[src/rtl/uart_tx_arbiter.sv]
// Round-robin scheduler sharing one UART transmitter among P_N requesters.
// One byte per grant; waits for the transmitter's ready low/high handshake before the next launch.
module uart_tx_arbiter #(
    parameter int P_N       = 4,
    parameter int P_DW      = 8,
    parameter int P_BUSY_TO = 4
) (
    input  logic                i_Clk,
    input  logic                i_Rst,
    input  logic [P_N-1:0]      i_Req,
    input  logic [P_N*P_DW-1:0] i_Data,
    output logic [P_N-1:0]      o_Ack,
    input  logic                i_TxReady,
    output logic                o_fTx,
    output logic [P_DW-1:0]     o_TxData,
    output logic                o_Busy,
    output logic [2:0]          o_GntIdx,
    output logic                o_Fault,
    output logic [7:0]          o_FrameCnt
);

    localparam int TO_W = $clog2(P_BUSY_TO + 1);

    typedef enum logic [1:0] {
        S_IDLE,
        S_WAIT_LOW,
        S_WAIT_HIGH
    } state_t;

    state_t            state_q;
    logic [2:0]        ptr_q;
    logic [TO_W-1:0]   to_cnt_q;
    logic [P_N-1:0]    ack_q;
    logic              ftx_q;
    logic [P_DW-1:0]   txdata_q;
    logic              busy_q;
    logic [2:0]        gnt_q;
    logic              fault_q;
    logic [7:0]        frame_q;

    logic              win_vld_d;
    logic [2:0]        win_idx_d;
    logic [P_N-1:0]    win_onehot_d;
    logic [P_DW-1:0]   win_data_d;

    // Distance i walks ptr+1, ptr+2, ... so the first asserted request after the pointer wins.
    always_comb begin
        win_vld_d    = 1'b0;
        win_idx_d    = '0;
        win_onehot_d = '0;
        win_data_d   = '0;
        for (int unsigned i = 0; i < P_N; i++) begin
            for (int unsigned j = 0; j < P_N; j++) begin
                if (!win_vld_d && i_Req[j] &&
                    (j == (32'(ptr_q) + i + 32'd1) % 32'(P_N))) begin
                    win_vld_d       = 1'b1;
                    win_idx_d       = 3'(j);
                    win_onehot_d[j] = 1'b1;
                    win_data_d      = i_Data[j*P_DW +: P_DW];
                end
            end
        end
    end

    always_ff @(posedge i_Clk or posedge i_Rst) begin
        if (i_Rst) begin
            state_q  <= S_IDLE;
            ptr_q    <= 3'(P_N - 1);
            to_cnt_q <= '0;
            ack_q    <= '0;
            ftx_q    <= 1'b0;
            txdata_q <= '0;
            busy_q   <= 1'b0;
            gnt_q    <= '0;
            fault_q  <= 1'b0;
            frame_q  <= '0;
        end else begin
            ack_q <= '0;
            ftx_q <= 1'b0;
            case (state_q)
                S_IDLE: begin
                    if (i_TxReady && win_vld_d) begin
                        ack_q    <= win_onehot_d;
                        ftx_q    <= 1'b1;
                        txdata_q <= win_data_d;
                        gnt_q    <= win_idx_d;
                        ptr_q    <= win_idx_d;
                        frame_q  <= frame_q + 8'd1;
                        to_cnt_q <= '0;
                        busy_q   <= 1'b1;
                        state_q  <= S_WAIT_LOW;
                    end
                end
                S_WAIT_LOW: begin
                    if (!i_TxReady) begin
                        state_q <= S_WAIT_HIGH;
                    end else if (to_cnt_q == TO_W'(P_BUSY_TO - 1)) begin
                        fault_q <= 1'b1;
                        busy_q  <= 1'b0;
                        state_q <= S_IDLE;
                    end else begin
                        to_cnt_q <= to_cnt_q + 1'b1;
                    end
                end
                S_WAIT_HIGH: begin
                    if (i_TxReady) begin
                        busy_q  <= 1'b0;
                        state_q <= S_IDLE;
                    end
                end
                default: begin
                    busy_q  <= 1'b0;
                    state_q <= S_IDLE;
                end
            endcase
        end
    end

    assign o_Ack      = ack_q;
    assign o_fTx      = ftx_q;
    assign o_TxData   = txdata_q;
    assign o_Busy     = busy_q;
    assign o_GntIdx   = gnt_q;
    assign o_Fault    = fault_q;
    assign o_FrameCnt = frame_q;

endmodule

[config.mk]
export PLATFORM = sky130hd
export DESIGN_NAME = uart_tx_arbiter
export DESIGN_NICKNAME = d
export VERILOG_FILES = /design/src/rtl/uart_tx_arbiter.sv
export SDC_FILE = /design/constraint.sdc
export NUM_CORES = 1
export LEC_CHECK = 0
export CORE_ASPECT_RATIO = 1.75
export CORE_MARGIN = 1.5
export CORE_UTILIZATION = 50
export CTS_CLUSTER_SIZE = 12
export DETAILED_ROUTE_END_ITERATION = 10
export GPL_TIMING_DRIVEN = 0
export PLACE_DENSITY_LB_ADDON = 0.15
export SKIP_CTS_REPAIR_TIMING = 1
export SYNTH_ARGS = -nofsm -noshare
export SYNTH_HDL_FRONTEND = slang
export SYNTH_SLANG_ARGS = --single-unit
[constraint.sdc]
create_clock -name i_Clk -period 2.2 [get_ports i_Clk]
set_clock_uncertainty 0.05 [all_clocks]
set_input_delay 0.22 -clock i_Clk [delete_from_list [all_inputs] [get_ports i_Clk]]
set_output_delay 0.22 -clock i_Clk [all_outputs]
set_load 0.05 [all_outputs]
## Word-level counts from Yosys, hierarchy flattened

Index checks and enable logic that the tools add are counted.

- Register bits: 33
- Input port bits: 39
- Logic and storage cells: 177

- Add/subtract/negate cells: 8
- Equal/unequal tests: 21
- Multiplexer cells: 80
- Reduce and logical (&&, ||, !) cells: 58

Operators with widths:

| cell | count |
|---|---|
| 32-bit logical NOT | 4 |
| 8-bit two-way mux | 16 |
| 3-bit two-way mux | 17 |
| 1-bit two-way mux | 38 |
| 1-bit logical AND | 32 |
| 2-bit equality test, first input constant | 8 |
| 1-bit logical NOT | 15 |
| 2-bit != test, second input constant | 5 |
| 2-bit by 1-bit adder with 2-bit output, second input constant | 4 |
| 8-bit by 1-bit adder with 8-bit output, second input constant | 1 |
| 1-bit by 2-bit equality test with 1-bit output, first input constant | 4 |
| 2-bit two-way mux | 4 |
| 4-bit two-way mux | 2 |
| 4-bit AND reduction | 2 |
| 2-bit case mux with 3 select lines | 1 |
| 3-bit case mux with 2 select lines | 1 |
| 3-bit AND reduction | 2 |
| 2-bit adder, second input constant | 2 |
| 3-bit by 1-bit adder with 3-bit output, second input constant | 1 |
| 3-bit by 2-bit equality test with 1-bit output, second input constant | 1 |
| 3-bit != test, second input constant | 1 |
| 1-bit case mux with 3 select lines | 1 |
| 2-bit by 1-bit equality test with 1-bit output, second input constant | 1 |
| 2-bit equality test, second input constant | 1 |
| 3 further kinds | 3 |

## Longest topological paths before layout

- Depth in word-level cells: 67
- Mapped depth: 9
- Gate-level depth less buffers: 7

## Worst setup path before layout

No wires, ideal clock.

- Kind: register -> register
- Start point: reg ptr_q[0]
- End point: reg txdata_q[3], in the netlist o_TxData[3]
- Setup time: 0.078 ns
- Arrival: 1.843 ns
- Required time: 2.072 ns
- Path slack: 0.229 ns
- Cell stages (with the launch flop): 7
- Clock period less this slack: 1.971 ns
- Cell sequence: dfstp_2 or3b_1 nor3b_4 a22oi_1 and3_1 a211o_1 a21oi_1

- Cells in the longest elaborated chain, start to end: 66
- Elaborated cells between the ends (all ways): 102
- Classes of those cells: add/sub: 6; eq/ne: 12; mux: 32; reduce/logical: 52

Ends and longest elaborated chain:

| item | RTL line | RTL |
|---|---|---|
| start, declared | 31 | `logic [2:0] ptr_q;` |
| start signal, assigned | 68 | `ptr_q <= 3'(P_N - 1);` |
| start signal, assigned | 87 | `ptr_q <= win_idx_d;` |
| 2-bit by 1-bit adder with 2-bit output | 55 | `(j == (32'(ptr_q) + i + 32'd1) % 32'(P_N))) begin` |
| 32-bit logical NOT | 55 |  |
| 1-bit logical AND | 54 | `if (!win_vld_d && i_Req[j] &&` |
| 1-bit two-way mux | 54 |  |
| 1-bit logical NOT | 54 |  |
| 1-bit logical AND (2 in a row) | 54 |  |
| 1-bit two-way mux | 54 |  |
| 1-bit logical NOT | 54 |  |
| (+47 left out) | -- |  |
| 1-bit logical NOT | 54 |  |
| 1-bit logical AND (2 in a row) | 54 |  |
| 1-bit two-way mux | 54 |  |
| 1-bit logical NOT | 54 |  |
| 1-bit logical AND (2 in a row) | 54 |  |
| 1-bit two-way mux | 54 |  |
| 1-bit logical AND | 82 | `if (i_TxReady && win_vld_d) begin` |
| 2-bit AND reduction (no line) | -- |  |
| end signal, assigned | 85 | `txdata_q <= win_data_d;` |
| end, declared | 35 | `logic [P_DW-1:0] txdata_q;` |

Several ways; a longest one is shown, not always the timed one.
A chain may end at the register's enable or synchronous reset.

## Worst setup path after layout

- Start point: reg ptr_q[0]
- End point: reg txdata_q[6], in the netlist o_TxData[6]

Same word-level chain as after synthesis.

==> results.md <==
| Stage | Parameter | Value |
| --- | --- | --- |
| pwr | Pwr per Cell Area | 1180 mW/mm^2 |
| pwr | Worst VDD drop | 0.000784 V |
| yosys | Flip-flop and latch count after synthesis | 32 |
| final layout | Most frequent cells in the layout | sky130_fd_sc_hd__clkdlybuf4s50_1, sky130_fd_sc_hd__dfrtp_1, sky130_fd_sc_hd__nand2_1, sky130_fd_sc_hd__a21oi_1, sky130_fd_sc_hd__nor2_1 |
| worst setup path | Ordered cell list for the critical path | or4b_2 -> o221ai_1 -> a31oi_1 -> o21ai_0 -> a211o_1 -> a21oi_1 |
| worst setup path | Endpoint of the worst register-to-register path | o_TxData[6]$_DFFE_PP0P_ |
| timing | Setup repair after global routing missed its margin | true |
| timing | Count of pins over their slew limit | 0 |
| clocking | TritonCTS clock tree | yes |
| pwr | Power Total | 4.23 mW |
| place | Placed cell areas | 0.00334 sq mm |
| floorplan | Top-level port count | 65 |
| yosys | Avg Cell Area, Syn | 8.31 sq um |
| global routing | Maximum number of pins on one net before global-route repair | 33 |
| worst setup path | Worst endpoint required time | 2.32 ns |
| final layout | Synth-to-layout area growth | 34.3% |
| yosys | Synthesized cell area | 0.00266 sq mm |
| clocking | Clock transition at path regs | 0.07 ns |
| drt | Total via count after detailed routing | 3,054 |
| floorplan | Initial core utilization | 51.0% |
| drt | Number of design-rule violations left by the first detailed-router iteration | 187 |
| global routing | First-pass GRT wire length | 14,300 microns |
| yosys | Primary FF master, synth | sky130_fd_sc_hd__dfrtp_1 |
| final layout | Total Nets Final | 432 |
| worst setup path | Register-to-Register Path Depth | 6 |
| clocking | Clock Latency Late Sink | 0.28 ns |
| final layout | Fraction of layout instances using a drive strength above 1 | 16.9% |
| floorplan | Rows | 35 |
| status | Violated checks | design-rule violations, negative setup slack |
| clocking | Number of buffers inserted during clock tree synthesis | 5 |
| worst setup path | Worst reg-to-reg setup slack | -0.009 ns |
| worst setup path | Critical Path End Type | flip-flop |
| clocking | Maximum buffer depth of the clock tree | 2 |
| floorplan | Die width | 58.1 microns |
| timing | Fin crit period | 2.21 ns |
| drt | Number of remaining DRC errors | 3 |
| worst setup path | Origin of the critical flop-to-flop path | ptr_q[0]$_DFFE_PP1P_ |
| yosys | Fraction of registers with async set or reset after synthesis | 100% |
| place | Detailed-placement wirelength estimate | 6810 microns |
| final layout | Commonest non-fill, non-tap cell in the layout | sky130_fd_sc_hd__clkdlybuf4s50_1 |
| pwr | Static leakage | 1.50 nW |
| floorplan | Die ar. | 0.00578 sq mm |
| place | Number of buffer cells added on primary ports | 61 |
| clocking | H-tree levels | 2 |
| drt | Post-route ant nets | 0 |
| yosys | Count of unique library cells instantiated by Yosys | 62 |
| min path | Path category of the worst min-delay check | in -> async |
| global routing | Initial antenna violation count | 0 |
| worst setup path | Maximum fanout along the worst path | 8 |
| global routing | Total global-route track usage | 32.3% |
| clocking | Clock tree root driver cell | sky130_fd_sc_hd__clkbuf_8 |
| timing | Final Worst Setup Slack | -0.00921 ns |
| worst setup path | Critical-path cell with the highest stage delay | sky130_fd_sc_hd__or4b_2 |
| yosys | Cell count after synthesis | 320 |
| timing | Setup violators final | 1 |
| timing | Fin. Hold Viols | 0 |
| yosys | Number of warnings reported in the yosys synthesis log | 0 |
| floorplan | Height of the chip | 99.5 microns |
| global routing | Vias in the first global route | 2,936 |
| worst setup path | Type of element launching the critical path | flip-flop |
| worst setup path | Max stage delay on crit path | 0.83 ns |
| final layout | Final Instance Area | 0.00357 sq mm |
| yosys | Sequential-to-total area share from yosys stat | 30.2% |
| global routing | Aggregate global routing overflow | 0 |
| timing | Maximum clock frequency | 453 MHz |
| worst setup path | Kind of critical path | reg -> reg |
| timing | Pin slew with the least headroom to its limit | 0.645 ns |
| drt | Total wire length after detailed routing | 9030 microns |
| drt | First-pass detailed-route iteration total | 8 |
| drt | Post-DR wirelength/cell | 20.2 microns |
| worst setup path | CP arrival | 2.33 ns |
| status | Outcome | finished, violations left |
| yosys | Post-synthesis net count | 362 |
| clocking | Clock Sinks | 32 |
| yosys | Number of flops mapped to enable cells by yosys | 0 |
| floorplan | Placeable core region | 0.00521 sq mm |
| place | Routability-driven placement congestion ratio | 1.05 |
| final layout | Number of antenna cells inserted | 0 |
| timing | Final-layout setup total negative slack | -0.00921 ns |
| drt | Vias per std cell | 6.85 |
| job | Max Cap Violations | 0 |
| timing | Worst max-slew margin expressed relative to the limit | 56.9% |
| timing | Final cycle utilization of the critical path | 100% |
==> cell usage after synthesis, types with 3 or more instances <==
master / count / area (sq um)
sky130_fd_sc_hd__nand2_1: 28 / 105
sky130_fd_sc_hd__a21o_1: 4 / 30.0
sky130_fd_sc_hd__and3_1: 9 / 56.3
sky130_fd_sc_hd__nor2_1: 23 / 86.3
sky130_fd_sc_hd__a211o_1: 4 / 35.0
sky130_fd_sc_hd__a21oi_1: 26 / 130
sky130_fd_sc_hd__a221oi_1: 11 / 96.3
sky130_fd_sc_hd__buf_2: 11 / 55.1
sky130_fd_sc_hd__a22oi_1: 7 / 52.6
sky130_fd_sc_hd__nand4_1: 4 / 25.0
sky130_fd_sc_hd__nor4b_1: 4 / 35.0
sky130_fd_sc_hd__inv_1: 7 / 26.3
sky130_fd_sc_hd__and4b_1: 5 / 50.1
sky130_fd_sc_hd__buf_4: 5 / 37.5
sky130_fd_sc_hd__nand3_1: 7 / 35.0
sky130_fd_sc_hd__nand3b_1: 3 / 22.5
sky130_fd_sc_hd__clkbuf_1: 10 / 37.5
sky130_fd_sc_hd__o221ai_1: 9 / 78.8
sky130_fd_sc_hd__nor2b_1: 4 / 25.0
sky130_fd_sc_hd__o22ai_1: 13 / 81.3
sky130_fd_sc_hd__a31oi_1: 10 / 62.6
sky130_fd_sc_hd__dfrtp_1: 30 / 751
sky130_fd_sc_hd__ha_1: 3 / 37.5
sky130_fd_sc_hd__o21ai_0: 19 / 95.1
sky130_fd_sc_hd__xnor2_1: 6 / 52.6
sky130_fd_sc_hd__and3b_1: 5 / 43.8
sky130_fd_sc_hd__o221a_2: 4 / 45.0
==> layer usage <==
layer  vias to the layer above  track usage [%]  part of all wire (%)
met4                         0             23.8                   7.2
met2                       169             56.6                    52
li1                       1386                -                     -
met1                      1445             34.4                    35
met5                         -                0                     0
met3                        54             3.12                   5.7
==> metrics by stage <==
stage / worst slack (ns) / util [%] / hold slack (ns) / std cells
final: -0.00921 / 68.6 / 0.174 / 446
after global routing: -0.0261 / 68.6 / 0.226 / 446
after CTS: -0.187 / 65.9 / 0.427 / 444
after detailed placement: -0.472 / 64.1 / 0.412 / 436
after global placement: -0.399 / 64.1 / 0.404 / 436
after floorplan: 0.229 / - / 0.236 / 320
==> power breakdown <==
| part | internal [mW] | switching [mW] |
|---|---|---|
| sequential | 0.828 | 0.173 |
| clock | 0.249 | 0.218 |
| combinational | 1.08 | 1.69 |
==> cell type report <==
type                            instances  area [sq um]
Inverter                                8          35.0
Sequential cell                        32           803
Multi-Input combinational cell        253          1760
Fill cell                             435          1640
Timing Repair Buffer                   66           673
Buffer                                 24           140
Tap cell                               55          68.8
Clock buffer                            6          82.6
Clock inverter                          2          10.0
==> kinds of logic after synthesis <==
kind of cell,Yosys count,synth area share (%)
simple gates,116,26.6
fa+ha+maj,3,1.41
flops,32,30.2
other cells,1,0.141
buf+inv,35,6.35
compound gates,124,32.3
xor+xnor,8,2.63
mux,1,0.376
==> worst max-delay path by stage <==
| stage | from | endpoint | slack, ns | depth (start not counted) |
|---|---|---|---|---|
| after global placement | i_Req[3] | o_TxData[3]$_DFFE_PP0P_ | -0.40 | 6 |
| after global routing | ptr_q[0]$_DFFE_PP1P_ | o_TxData[4]$_DFFE_PP0P_ | -0.03 | 6 |
| final | ptr_q[0]$_DFFE_PP1P_ | o_TxData[6]$_DFFE_PP0P_ | -0.009 | 6 |
| after floorplan | ptr_q[0]$_DFFE_PP1P_ | o_TxData[3]$_DFFE_PP0P_ | 0.23 | 6 |
| after detailed placement | i_Req[3] | o_TxData[0]$_DFFE_PP0P_ | -0.47 | 7 |
| after CTS | i_Req[3] | o_TxData[0]$_DFFE_PP0P_ | -0.19 | 7 |
==> registers in the layout, indices dropped and copies added (netlist names) <==
signal,flops
o_FrameCnt,8
o_TxData,8
o_Ack,4
to_cnt_q,3
o_GntIdx,2
ptr_q,2
state_q,2
o_Busy,1
o_Fault,1
o_fTx,1
==> critical path, delay by kind of cell (launching register included) <==
kind | cells | cell delay, ns
AND/OR/NAND/NOR | 1 | 0.83
flip-flops | 1 | 0.40
AO/OA/AOI/OAI | 5 | 0.81
No activity file was read; power rests on OpenSTA's default activity.
